===== config.mk =====
export PLATFORM = sky130hd
export DESIGN_NAME = uart_boot_loader
export DESIGN_NICKNAME = d
export VERILOG_FILES = /design/src/rtl/uart_boot_loader.sv
export SDC_FILE = /design/constraint.sdc
export NUM_CORES = 1
export LEC_CHECK = 0
export CORE_MARGIN = 4
export CORE_UTILIZATION = 45
export CTS_CLUSTER_DIAMETER = 40
export DETAILED_ROUTE_END_ITERATION = 6
export HOLD_SLACK_MARGIN = 0.15
export PLACE_DENSITY = 0.66
export SLEW_MARGIN = 25
export SYNTH_ARGS = -nofsm -noshare
export SYNTH_HDL_FRONTEND = slang
export SYNTH_SLANG_ARGS = --single-unit

===== constraint.sdc =====
create_clock -name clk -period 3.87 [get_ports clk]
set_clock_uncertainty 0.1 [all_clocks]
set_input_delay 1.161 -clock clk [delete_from_list [all_inputs] [get_ports clk]]
set_output_delay 1.161 -clock clk [all_outputs]
set_load 0.01 [all_outputs]

===== src/rtl/uart_boot_loader.sv =====
// CPU-side UART boot loader: sends sync byte, takes a 4-byte LE size, packs program bytes into LE imem words, then sends ready byte.
// Write pulse lands the cycle after the completing rx strobe; tx_start only while tx_busy=0, followed by a one-cycle guard.
module uart_boot_loader #(
   parameter int unsigned IMEM_ADDR_WIDTH = 15,
   parameter logic [7:0]  SYNC_BYTE       = 8'h99,
   parameter logic [7:0]  READY_BYTE      = 8'hAA
) (
   input  logic                       clk,
   input  logic                       reset_n,
   input  logic [7:0]                 rx_rdata,
   input  logic                       rx_rdata_ready,
   input  logic                       rx_ferr,
   output logic [7:0]                 tx_sdata,
   output logic                       tx_start,
   input  logic                       tx_busy,
   output logic                       imem_we,
   output logic [IMEM_ADDR_WIDTH-1:0] imem_waddr,
   output logic [31:0]                imem_wdata,
   output logic [31:0]                program_size_byte,
   output logic                       boot_done,
   output logic                       size_error
);
   localparam logic [32:0] CAPACITY = 33'd4 << IMEM_ADDR_WIDTH;

   typedef enum logic [2:0] {
      S_SEND_SYNC,
      S_RECV_SIZE,
      S_RECV_PROG,
      S_SEND_READY,
      S_DRAIN_READY,
      S_DONE,
      S_ERROR
   } state_t;

   state_t                     state_q, state_d;
   logic                       guard_q;
   logic [1:0]                 size_cnt_q, size_cnt_d;
   logic [23:0]                size_asm_q, size_asm_d;
   logic [31:0]                size_q, size_d;
   logic [31:0]                byte_cnt_q, byte_cnt_d;
   logic [31:0]                word_q, word_d;
   logic [IMEM_ADDR_WIDTH-1:0] addr_q, addr_d;
   logic [IMEM_ADDR_WIDTH-1:0] waddr_q, waddr_d;
   logic [31:0]                wdata_q, wdata_d;
   logic                       we_q, we_d;

   logic                       tx_go;
   logic [7:0]                 tx_byte;
   logic                       rx_ok, rx_bad;
   logic [31:0]                size_full;
   logic [31:0]                word_merged;
   logic                       last_byte;

   assign rx_ok       = rx_rdata_ready & ~rx_ferr;
   assign rx_bad      = rx_rdata_ready & rx_ferr;
   assign size_full   = {rx_rdata, size_asm_q};
   assign word_merged = word_q | ({24'd0, rx_rdata} << {byte_cnt_q[1:0], 3'b000});
   assign last_byte   = (byte_cnt_q + 32'd1) == size_q;

   always_comb begin
      state_d    = state_q;
      size_cnt_d = size_cnt_q;
      size_asm_d = size_asm_q;
      size_d     = size_q;
      byte_cnt_d = byte_cnt_q;
      word_d     = word_q;
      addr_d     = addr_q;
      waddr_d    = waddr_q;
      wdata_d    = wdata_q;
      we_d       = 1'b0;
      tx_go      = 1'b0;
      tx_byte    = 8'd0;

      case (state_q)
         S_SEND_SYNC: begin
            if (!tx_busy) begin
               tx_go      = 1'b1;
               tx_byte    = SYNC_BYTE;
               state_d    = S_RECV_SIZE;
               size_cnt_d = 2'd0;
               size_asm_d = 24'd0;
               byte_cnt_d = 32'd0;
               word_d     = 32'd0;
               addr_d     = '0;
            end
         end
         S_RECV_SIZE: begin
            if (rx_bad) begin
               state_d = S_ERROR;
            end else if (rx_ok) begin
               size_cnt_d = size_cnt_q + 2'd1;
               if (size_cnt_q == 2'd3) begin
                  size_d = size_full;
                  // Range check happens before any write, so the address can never wrap.
                  if ({1'b0, size_full} > CAPACITY) state_d = S_ERROR;
                  else if (size_full == 32'd0)      state_d = S_SEND_READY;
                  else                              state_d = S_RECV_PROG;
               end else begin
                  size_asm_d = size_asm_q | ({16'd0, rx_rdata} << {size_cnt_q, 3'b000});
               end
            end
         end
         S_RECV_PROG: begin
            if (rx_bad) begin
               state_d = S_ERROR;
            end else if (rx_ok) begin
               byte_cnt_d = byte_cnt_q + 32'd1;
               if (byte_cnt_q[1:0] == 2'd3 || last_byte) begin
                  we_d    = 1'b1;
                  wdata_d = word_merged;
                  waddr_d = addr_q;
                  addr_d  = addr_q + 1'b1;
                  word_d  = 32'd0;
                  if (last_byte) state_d = S_SEND_READY;
               end else begin
                  word_d = word_merged;
               end
            end
         end
         S_SEND_READY: begin
            if (!tx_busy && !guard_q) begin
               tx_go   = 1'b1;
               tx_byte = READY_BYTE;
               state_d = S_DRAIN_READY;
            end
         end
         S_DRAIN_READY: begin
            // Busy rises one cycle late, so the guard cycle's idle reading is not trusted.
            if (!guard_q && !tx_busy) state_d = S_DONE;
         end
         default: ;
      endcase
   end

   always_ff @(posedge clk) begin
      if (!reset_n) begin
         state_q    <= S_SEND_SYNC;
         guard_q    <= 1'b0;
         size_cnt_q <= 2'd0;
         size_asm_q <= 24'd0;
         size_q     <= 32'd0;
         byte_cnt_q <= 32'd0;
         word_q     <= 32'd0;
         addr_q     <= '0;
         waddr_q    <= '0;
         wdata_q    <= 32'd0;
         we_q       <= 1'b0;
      end else begin
         state_q    <= state_d;
         guard_q    <= tx_go;
         size_cnt_q <= size_cnt_d;
         size_asm_q <= size_asm_d;
         size_q     <= size_d;
         byte_cnt_q <= byte_cnt_d;
         word_q     <= word_d;
         addr_q     <= addr_d;
         waddr_q    <= waddr_d;
         wdata_q    <= wdata_d;
         we_q       <= we_d;
      end
   end

   // Gate the combinational TX request so nothing leaks out while reset is held.
   assign tx_start          = reset_n & tx_go;
   assign tx_sdata          = reset_n ? tx_byte : 8'd0;
   assign imem_we           = we_q;
   assign imem_waddr        = waddr_q;
   assign imem_wdata        = wdata_q;
   assign program_size_byte = size_q;
   assign boot_done         = (state_q == S_DONE);
   assign size_error        = (state_q == S_ERROR);

endmodule

======== Word level (Yosys, flattened, before mapping) ========
Cells that the tools add are included.
storage, ports and cells
  flip-flop bits (word level) ............. 189
  input port bits ......................... 13
  word-level logic and storage cells ...... 110
cells by class
  add/sub/neg operators ................... 3
  magnitude comparators ................... 1
  eq/ne operators ......................... 23
  shift operators ......................... 2
  muxes and demuxes ....................... 43
  bitwise gates (word level) .............. 10
  reduce and logical (&&, ||, !) cells .... 17
operators with widths
  operator                                                                           count
  32-bit 2-to-1 mux                                                                  6
  32-bit case mux with 2 select lines                                                2
  24-bit 2-to-1 mux                                                                  4
  15-bit 2-to-1 mux                                                                  4
  24-bit case mux with 2 select lines                                                1
  3-bit 2-to-1 mux                                                                   11
  32-bit by 1-bit adder with 32-bit output, second input constant                    1
  32-bit equality test                                                               1
  32-bit by 18-bit greater-than comparator with 1-bit output, second input constant  1
  32-bit zero test                                                                   1
  32-bit bitwise OR                                                                  1
  8-bit by 5-bit << shifter with 32-bit output                                       1
  15-bit case mux with 2 select lines                                                1
  8-bit 2-to-1 mux                                                                   3
  24-bit bitwise OR                                                                  1
  8-bit by 5-bit << shifter with 24-bit output                                       1
  2-bit inequality test, second input constant                                       9
  8-bit case mux with 2 select lines                                                 1
  4-bit AND reduction                                                                4
  15-bit by 1-bit adder with 15-bit output, second input constant                    1
  3-bit inequality test, second input constant                                       5
  3-bit case mux with 5 select lines                                                 1
  5-bit AND reduction                                                                2
  3-bit equality test, second input constant                                         3
  18 further kinds                                                                   33

======== Longest topological paths before layout ========
Gate-level depths: netlist of run 1.
  depth after elaboration ................. 7
  depth in mapped cells ................... 14
  gate-level depth less buffers ........... 10

======== Worst setup path after synthesis of run 1 ========
No wires, ideal clock.
  path kind ............................... input to output
  from .................................... input reset_n
  to ...................................... output tx_sdata[3]
  arrival time ............................ 2.489 ns
  path slack .............................. 0.120 ns
  stages .................................. 5
  buffers on the path ..................... 2
  cells stage by stage .................... clkbuf_1 > inv_2 > nor4_1 > or2_2 > buf_4
between the ends
  word-level cells in the longest chain between the ends .. 1
RTL lines
  item                RTL line  text
  start: declaration  9         input logic reset_n,
  8-bit 2-to-1 mux    165       assign tx_sdata = reset_n ? tx_byte : 8'd0;
  end: declaration    13        output logic [7:0] tx_sdata,
Every way passes these cells.

======== Final worst setup path of run 1 ========
  from .................................... input tx_busy
  to ...................................... output tx_sdata[5]
between the ends
  word-level cells in the longest chain between the ends .. 5
RTL lines
  item                                RTL line  text
  start: declaration                  15        input logic tx_busy,
  1-bit zero test                     121       if (!tx_busy && !guard_q) begin
  1-bit logical AND                   121
  8-bit 2-to-1 mux                    121
  8-bit case mux with 2 select lines  74        case (state_q)
  8-bit 2-to-1 mux                    165
Every way passes these cells.

==> reports/results.txt, run 1 <==
Hold path startpoint: imem_wdata[29]
Num ports: 104
Routed Antenna Nets: 0
Via count: 8622
Worst-path clk slew: 0.07 ns
Reg2Reg Depth: 12
Fin cells: 1473
Clock H-tree levels: 4
Initial core utilization: 45.88%
Syn-to-layout area delta: 23.25%
Synth area leader: dfxtp_1
ANT cells: 0
Global-route wire length before repair: 42.40 mm
Critical Path Sink Type: output port
Die X: 149.1 um
Die area: 0.02223 mm2
Max Buffers Root-to-Sink: 2
Root Driver: clkbuf_16
Worst IR drop on VDD: 0.3607 mV
Fill cells: 1843
Post-synth cell types: 68
Gr usage total: 23.81%
Status: finished clean
Most instantiated cells after synthesis: dfxtp_1, a21oi_1, nand2_1
1st-iter DRT viols: 575
Synth top area share: 42.23%
Post-synth EDFFs: 0
Num CTS Buffers: 17
Port buffer count: 101
Arr. time, crit path: 2.49 ns
Post-Syn Instances: 1112
CTS tree: done
Final Hold Viols: 0
Post-Syn Area: 0.008959 mm2
Startpoint Class: input pin
Crit-path max FO: 4
Drt pass-1 iters: 5
LEAKAGE: 3.815 nW
Initial antenna violation count: 0
Minimum clock period: 3.747 ns
Dpl hpwl: 17.99 mm
CORE AREA: 0.01953 mm2
Fin nets: 1211
Rel. slew slack: 32.23%
Asr flop ratio synth: 0%
Sequential area share after synthesis: 42.23%
DRC: 0
Largest cells by area after synthesis: dfxtp_1, a21oi_1, nand2_1
Max Cap Violations: 0
Flop and latch count out of synthesis: 189
Yosys warns: 0
Placement-stage cell area: 0.01043 mm2
RSZ-0062 raised after global routing: false
Layout cell share with drive strength beyond 1: 10.60%
Num rows: 51
Worst skew pair latency: 0.44 ns
Max-slew violation count: 0
Hold Path End: imem_wdata[29]
Worst slew pin tran: 1.013 ns
Setup violators final: 0
DR vias/cell: 5.853
RePlAce Congestion: 0.8961
Post-route setup TNS: 0 ns
Most used DFF post-synth: dfxtp_1
Clock Sinks: 189
Final wirelength: 26.41 mm
Cells after DPL: 1439
Reg2reg end: addr_q[12]
Die Y: 149.1 um
Syn Area/Cell: 8.056 um2
Hold Crit Depth: 2
Avg WL per Cell: 17.93 um
Reg-to-reg startpoint: byte_cnt_q[4]
Final worst-path cycle share: 96.83%
Worst Path Required: 2.61 ns
Total global routing overflow: 0
Number of global-route vias before repair: 7950
Worst reg2reg setup slack: 0.32 ns
Total Power: 4.738 mW
Hold Crit Class: flop to flop
Max Fclk: 266.8 MHz
Power density cells: 429.1 mW/mm2
Count leader, synth: dfxtp_1
Setup CP Type: input pin to output port
Largest net degree at the start of global routing: 82
Final instance area: 0.01104 mm2
[worst max path at each step]
| stage | start | end | cells after the start |
|---|---|---|---|
| floorplan | reset_n | tx_sdata[3] | 5 |
| global placement | tx_busy | tx_start | 6 |
| detailed placement | tx_busy | tx_start | 6 |
| CTS | tx_busy | tx_sdata[7] | 6 |
| global route | byte_cnt_q[4] | imem_wdata[0] | 12 |
| finish | tx_busy | tx_sdata[5] | 5 |
[layout make-up]
| cell class | instances | area, um2 | area share [%] |
|---|---|---|---|
| clock inverters | 14 | 153.9 | 1.394 |
| well taps | 265 | 331.6 | 3.003 |
| inverters | 11 | 43.79 | 0.3966 |
| multi-input cells | 808 | 4720 | 42.74 |
| repair buffers | 168 | 1580 | 14.31 |
| clock buffers | 18 | 429.2 | 3.887 |
| flip-flops and latches | 189 | 3784 | 34.27 |
[power breakdown]
part | internal (mW) | switching, mW
combinational | 0.322 | 0.598
clock | 0.915 | 0.828
sequential | 1.99 | 0.0830
[registers in the layout, summed over array words and instances (netlist names), 3 cells and up]
register           count
addr_q                15
imem_waddr            15
byte_cnt_q            32
word_q                32
program_size_byte     32
state_q                3
size_asm_q            24
imem_wdata            32
[logic make-up after synthesis]
logic type | count (synthesis) | share of synthesized area (%)
simple gates | 394 | 21.83
other cells | 1 | 0.04186
fa+ha+maj | 3 | 0.4190
buf+inv | 116 | 5.726
mux | 13 | 1.480
flops | 189 | 42.23
compound gates | 350 | 23.77
xor+xnor | 46 | 4.497
[stage by stage]
step                      hold slack [ns]  setup WS, ns  utilization, %
after global placement             0.3500       -0.3123           53.42
after global routing               0.3784      0.007938           56.55
after floorplan                    0.3396        0.1200               -
after CTS                          0.3658      0.008187           56.41
final                              0.3666        0.1225           56.55
after detailed placement           0.3520       -0.3056           53.42
[layout by cell type (no fill, tap or decap), drive strengths merged, types with 5 or more instances in the layout]
cell,n
dfxtp,189
a21oi,156
nand2,107
nor2,105
clkdlybuf4s50,93
o21ai,70
buf,68
nand3,45
a211oi,31
a32oi,25
xnor2,24
nor4,23
xor2,22
and3,21
clkbuf,20
nor3,19
nand4,19
inv,17
a31oi,16
or3,11
mux2i,11
a22oi,9
nand2b,8
a311oi,7
nor3b,7
nor2b,6
clkinv,6
or4,5
dlygate4sd2,5
[critical path: stages]
cell and delay (ns):
clkdlybuf4s50_1 0.41, or2_2 0.30, nor4_4 0.20, buf_4 0.15
dlygate4sd2_1 0.26
[timing repair]
item                       4_1_cts  5_1_grt
pin swaps                        0        1
setup endpoints to repair        7       66
buffers inserted                 0        2
hold buffers                     0        0
resized for setup               13        8
[per-layer routing]
metal  vias up  GRT usage (%)  wire length (um)
li1       4183              -                 -
met1      4118          33.54             12230
met2       273          36.50             11990
met3        48          4.801              1595
met4         0          8.146               586
met5         -              0                 0
No activity file was read; power rests on OpenSTA's default activity.
==> inputs of run 2 (changes only) <==
--- a/config.mk
+++ b/config.mk
@@ -7,10 +7,12 @@
 export LEC_CHECK = 0
 export CORE_MARGIN = 4
 export CORE_UTILIZATION = 45
+export CTS_BUF_LIST = sky130_fd_sc_hd__clkbuf_4 sky130_fd_sc_hd__clkbuf_8 sky130_fd_sc_hd__clkbuf_16
 export CTS_CLUSTER_DIAMETER = 40
 export DETAILED_ROUTE_END_ITERATION = 6
 export HOLD_SLACK_MARGIN = 0.15
 export PLACE_DENSITY = 0.66
+export SETUP_SLACK_MARGIN = 0.5
 export SLEW_MARGIN = 25
 export SYNTH_ARGS = -nofsm -noshare
 export SYNTH_HDL_FRONTEND = slang
==> reports/results.txt, run 2 (same netlist as run 1, synthesis figures left out) <==
Hold Crit Class: flop to flop
Number of global-route vias before repair: 7881
Most common cell after layout, fill and taps aside: dfxtp_1
Port buffer count: 101
Initial antenna violation count: 0
Max-slew violation count: 0
Fin cells: 1483
Syn-to-layout area delta: 26.79%
Largest net degree at the start of global routing: 82
Root Driver: clkbuf_16
Fin nets: 1222
Final instance area: 0.01136 mm2
Die Y: 149.1 um
Clock Sinks: 189
Crit-path max FO: 3
LEAKAGE: 3.916 nW
Worst Path Required: 2.61 ns
Max Fclk: 299.3 MHz
Critical Path Sink Type: output port
Final worst-path cycle share: 86.33%
Via count: 8701
Rel. slew slack: 33.01%
Die area: 0.02223 mm2
Routed Antenna Nets: 0
Dpl hpwl: 17.90 mm
Worst slew pin tran: 1.003 ns
DRC: 0
Worst slack at placement: -0.2483 ns
Most frequent cells in the layout: dfxtp_1, a21oi_1, nand2_1
Total Power: 4.786 mW
Layout cell share with drive strength beyond 1: 14.70%
RSZ-0062 raised after global routing: true
Die X: 149.1 um
Num CTS Buffers: 17
Status: finished clean
Clock H-tree levels: 4
Worst-path clk slew: 0.07 ns
Num ports: 104
CORE AREA: 0.01953 mm2
PnR worst setup slack: 0.5292 ns
Max Cap Violations: 0
Arr. time, crit path: 2.08 ns
Max Buffers Root-to-Sink: 2
Setup CP Type: input pin to output port
Final Core Density: 58.17%
Avg WL per Cell: 18.39 um
Worst IR drop on VDD: 0.3451 mV
Gr usage total: 23.87%
Startpoint Class: input pin
Num rows: 51
Cells after DPL: 1439
Setup violators final: 0
Final wirelength: 27.28 mm
Minimum clock period: 3.341 ns
Final Hold Viols: 0
Total global routing overflow: 0
ANT cells: 0
1st-iter DRT viols: 687
Worst skew pair latency: 0.43 ns
DR vias/cell: 5.867
Min Hold Slack: 0.3717 ns
Initial core utilization: 45.88%
CTS Hold Bufs: 0
Post-route setup TNS: 0 ns
CTS tree: done
Power density cells: 421.4 mW/mm2
Placement-stage cell area: 0.01042 mm2
RePlAce Congestion: 0.8892
Drt pass-1 iters: 7
Global-route wire length before repair: 42.55 mm
## run 2: cell count changes in the layout (fill, tap and decap cells not counted), sizes merged
cell	previous run	this run
clkdlybuf4s15	0	3
clkinvlp	1	2
inv	17	14
buf	68	83
clkdlybuf4s50	93	92
clkbuf	20	22
clkinv	6	4
dlygate4sd2	5	0
## run 2: final timing paths
check	from	to	slack, ns	depth (start not counted)
hold / removal	size_asm_q[13]	program_size_byte[13]	0.37	2
hold reg to reg	size_asm_q[13]	program_size_byte[13]	0.37	2
setup reg to reg	byte_cnt_q[0]	addr_q[3]	0.62	12
setup / recovery	tx_busy	tx_sdata[3]	0.53	5
## run 2: where the power goes
group          leakage, nW  internal (mW)  switching, mW
logic                 2.11          0.350          0.625
registers             1.53           1.99         0.0856
clock network        0.280          0.946          0.787
total                 3.92           3.29           1.50
## run 2: what timing repair did
action | in CTS | in global routing
endpoints found under the hold margin | 0 | 0
setup buffers | 3 | 9
gates resized for setup | 51 | 44
setup endpoints to repair | 101 | 104
pin swaps | 8 | 17
cloned | 0 | 1
## run 2: critical path, cell delays in order
cell    delay, ns
buf_6        0.09
or2_4        0.23
nor4_4       0.27
or2_4        0.21
buf_6        0.11
## run 2: routing by layer
layer	vias up	GRT usage, %	share of wire, %
met5	-	0	0
met4	0	7.140	1.9
met3	37	4.284	6.6
met2	295	36.34	46
met1	4172	34.59	46
li1	4197	-	-
## run 2: cell type report
class                           count  area, um2
Tap cell                          265      331.6
Multi-Input combinational cell    808       4908
Fill cell                        1823       8168
Sequential cell                   189       3796
Inverter                           11      43.79
Clock buffer                       21      467.9
Clock inverter                     10      107.6
Timing Repair Buffer              179       1703
==> inputs of run 3 (changes only) <==
--- a/config.mk
+++ b/config.mk
@@ -11,6 +11,7 @@
 export CTS_CLUSTER_DIAMETER = 40
 export DETAILED_ROUTE_END_ITERATION = 6
 export HOLD_SLACK_MARGIN = 0.15
+export MAX_ROUTING_LAYER = met4
 export PLACE_DENSITY = 0.66
 export SETUP_SLACK_MARGIN = 0.5
 export SLEW_MARGIN = 25
==> reports/results.txt, run 3 (same netlist as run 1, synthesis figures left out) <==
Num rows: 51
Clock Sinks: 189
CORE AREA: 0.01953 mm2
Setup violators final: 0
Most common cell after layout, fill and taps aside: dfxtp_1
Arr. time, crit path: 2.08 ns
Die Y: 149.1 um
Sw frac: 31.30%
CP max stage cell: nor4_4
Drt pass-1 iters: 6
Number of global-route vias before repair: 7877
Status: finished clean
Final Core Density: 58.17%
Power density cells: 421.4 mW/mm2
Final instance area: 0.01136 mm2
Num ports: 104
Minimum clock period: 3.343 ns
Max Buffers Root-to-Sink: 2
Worst IR drop on VDD: 0.3429 mV
Total global routing overflow: 0
Num CTS Buffers: 17
Gr usage total: 24.57%
Dpl hpwl: 17.90 mm
Fin nets: 1222
Initial core utilization: 45.88%
Most frequent cells in the layout: dfxtp_1, a21oi_1, nand2_1
Max Fclk: 299.1 MHz
Seq pwr share: 43.4%
Worst Path Required: 2.61 ns
P_sw: 1.498 mW
CTS Hold Bufs: 0
Routed Antenna Nets: 0
RePlAce Congestion: 0.9041
Root Driver: clkbuf_16
Syn-to-layout area delta: 26.79%
1st-iter DRT viols: 743
Die area: 0.02223 mm2
Via count: 8730
DRC: 0
Global-route wire length before repair: 42.61 mm
LEAKAGE: 3.916 nW
Reg2Reg Depth: 12
Max Cap Violations: 0
Max incr delay on CP: 0.27 ns
Comb pwr share: 20.4%
Port buffer count: 101
Clk network pwr share: 36.2%
Hold Crit Class: flop to flop
Worst slew pin tran: 1.007 ns
Internal: 3.288 mW
DR vias/cell: 5.887
Clock H-tree levels: 4
Avg WL per Cell: 18.44 um
Critical Path Sink Type: output port
CTS tree: done
Die X: 149.1 um
Initial antenna violation count: 0
Final worst-path cycle share: 86.39%
Startpoint Class: input pin
Post-route setup TNS: 0 ns
Setup CP Type: input pin to output port
Final wirelength: 27.35 mm
Largest net degree at the start of global routing: 82
Worst-path clk slew: 0.07 ns
Crit-path max FO: 3
Hold Crit Depth: 2
Rel. slew slack: 32.72%
Final Hold Viols: 0
RSZ-0062 raised after global routing: true
ANT cells: 0
Placement-stage cell area: 0.01042 mm2
Worst slack at placement: -0.2483 ns
PnR worst setup slack: 0.5268 ns
Layout cell share with drive strength beyond 1: 14.70%
Worst skew pair latency: 0.43 ns
Cells along the critical path: buf_6, or2_4, nor4_4, or2_4, buf_6
Max-slew violation count: 0
## run 3: cell counts in the layout (fill, tap and decap cells not counted)
No cell type changed its count.
## run 3: what timing repair did
action                     in CTS  in global routing
resized for setup              51                 44
buffers inserted                3                  9
setup endpoints to repair     101                104
cloned                          0                  1
pin swaps                       8                 17
## run 3: cell type report
type / instances / area (um2)
clock inverters: 10 / 107.6
clock buffers: 21 / 467.9
multi-input cells: 808 / 4908
repair buffers: 179 / 1703
flip-flops and latches: 189 / 3796
fillers: 1823 / 8168
well taps: 265 / 331.6
inverters: 11 / 43.79
## run 3: layer usage
| metal | up-vias | part of all wire (%) | track usage (%) |
|---|---|---|---|
| li1 | 4196 | - | - |
| met1 | 4179 | 46 | 34.76 |
| met2 | 321 | 46 | 36.32 |
| met3 | 34 | 6.7 | 4.072 |
| met4 | 0 | 1.8 | 7.140 |
| met5 | - | 0 | - |
## run 3: worst paths after layout
kind,startpoint,to,slack [ns]
hold / removal,size_asm_q[13],program_size_byte[13],0.37
setup reg to reg,byte_cnt_q[0],addr_q[3],0.62
hold reg to reg,size_asm_q[13],program_size_byte[13],0.37
setup / recovery,tx_busy,tx_sdata[3],0.53
## run 3: power groups by stage
stage	Combinational [mW]	Clock (mW)	Sequential, mW
final	0.974	1.73	2.08
after global routing	1.06	1.84	2.09
after CTS	0.921	1.75	2.07
after detailed placement	0.904	0	2.12
after global placement	0.899	0	2.12
after floorplan	0.612	0	2.07
## run 3: critical path, delay by kind of cell
family                 cells  cell delay [ns]
AND/OR/NAND/NOR            3             0.71
buffers and inverters      2             0.20
## run 3: through the flow
stage,instances,power [mW],hold WS (ns)
final,1483,4.787,0.3720
after global routing,1483,4.990,0.3960
after CTS,1473,4.744,0.3733
after detailed placement,1439,3.022,0.3605
after global placement,1439,3.016,0.3567
after floorplan,1113,2.683,0.3396
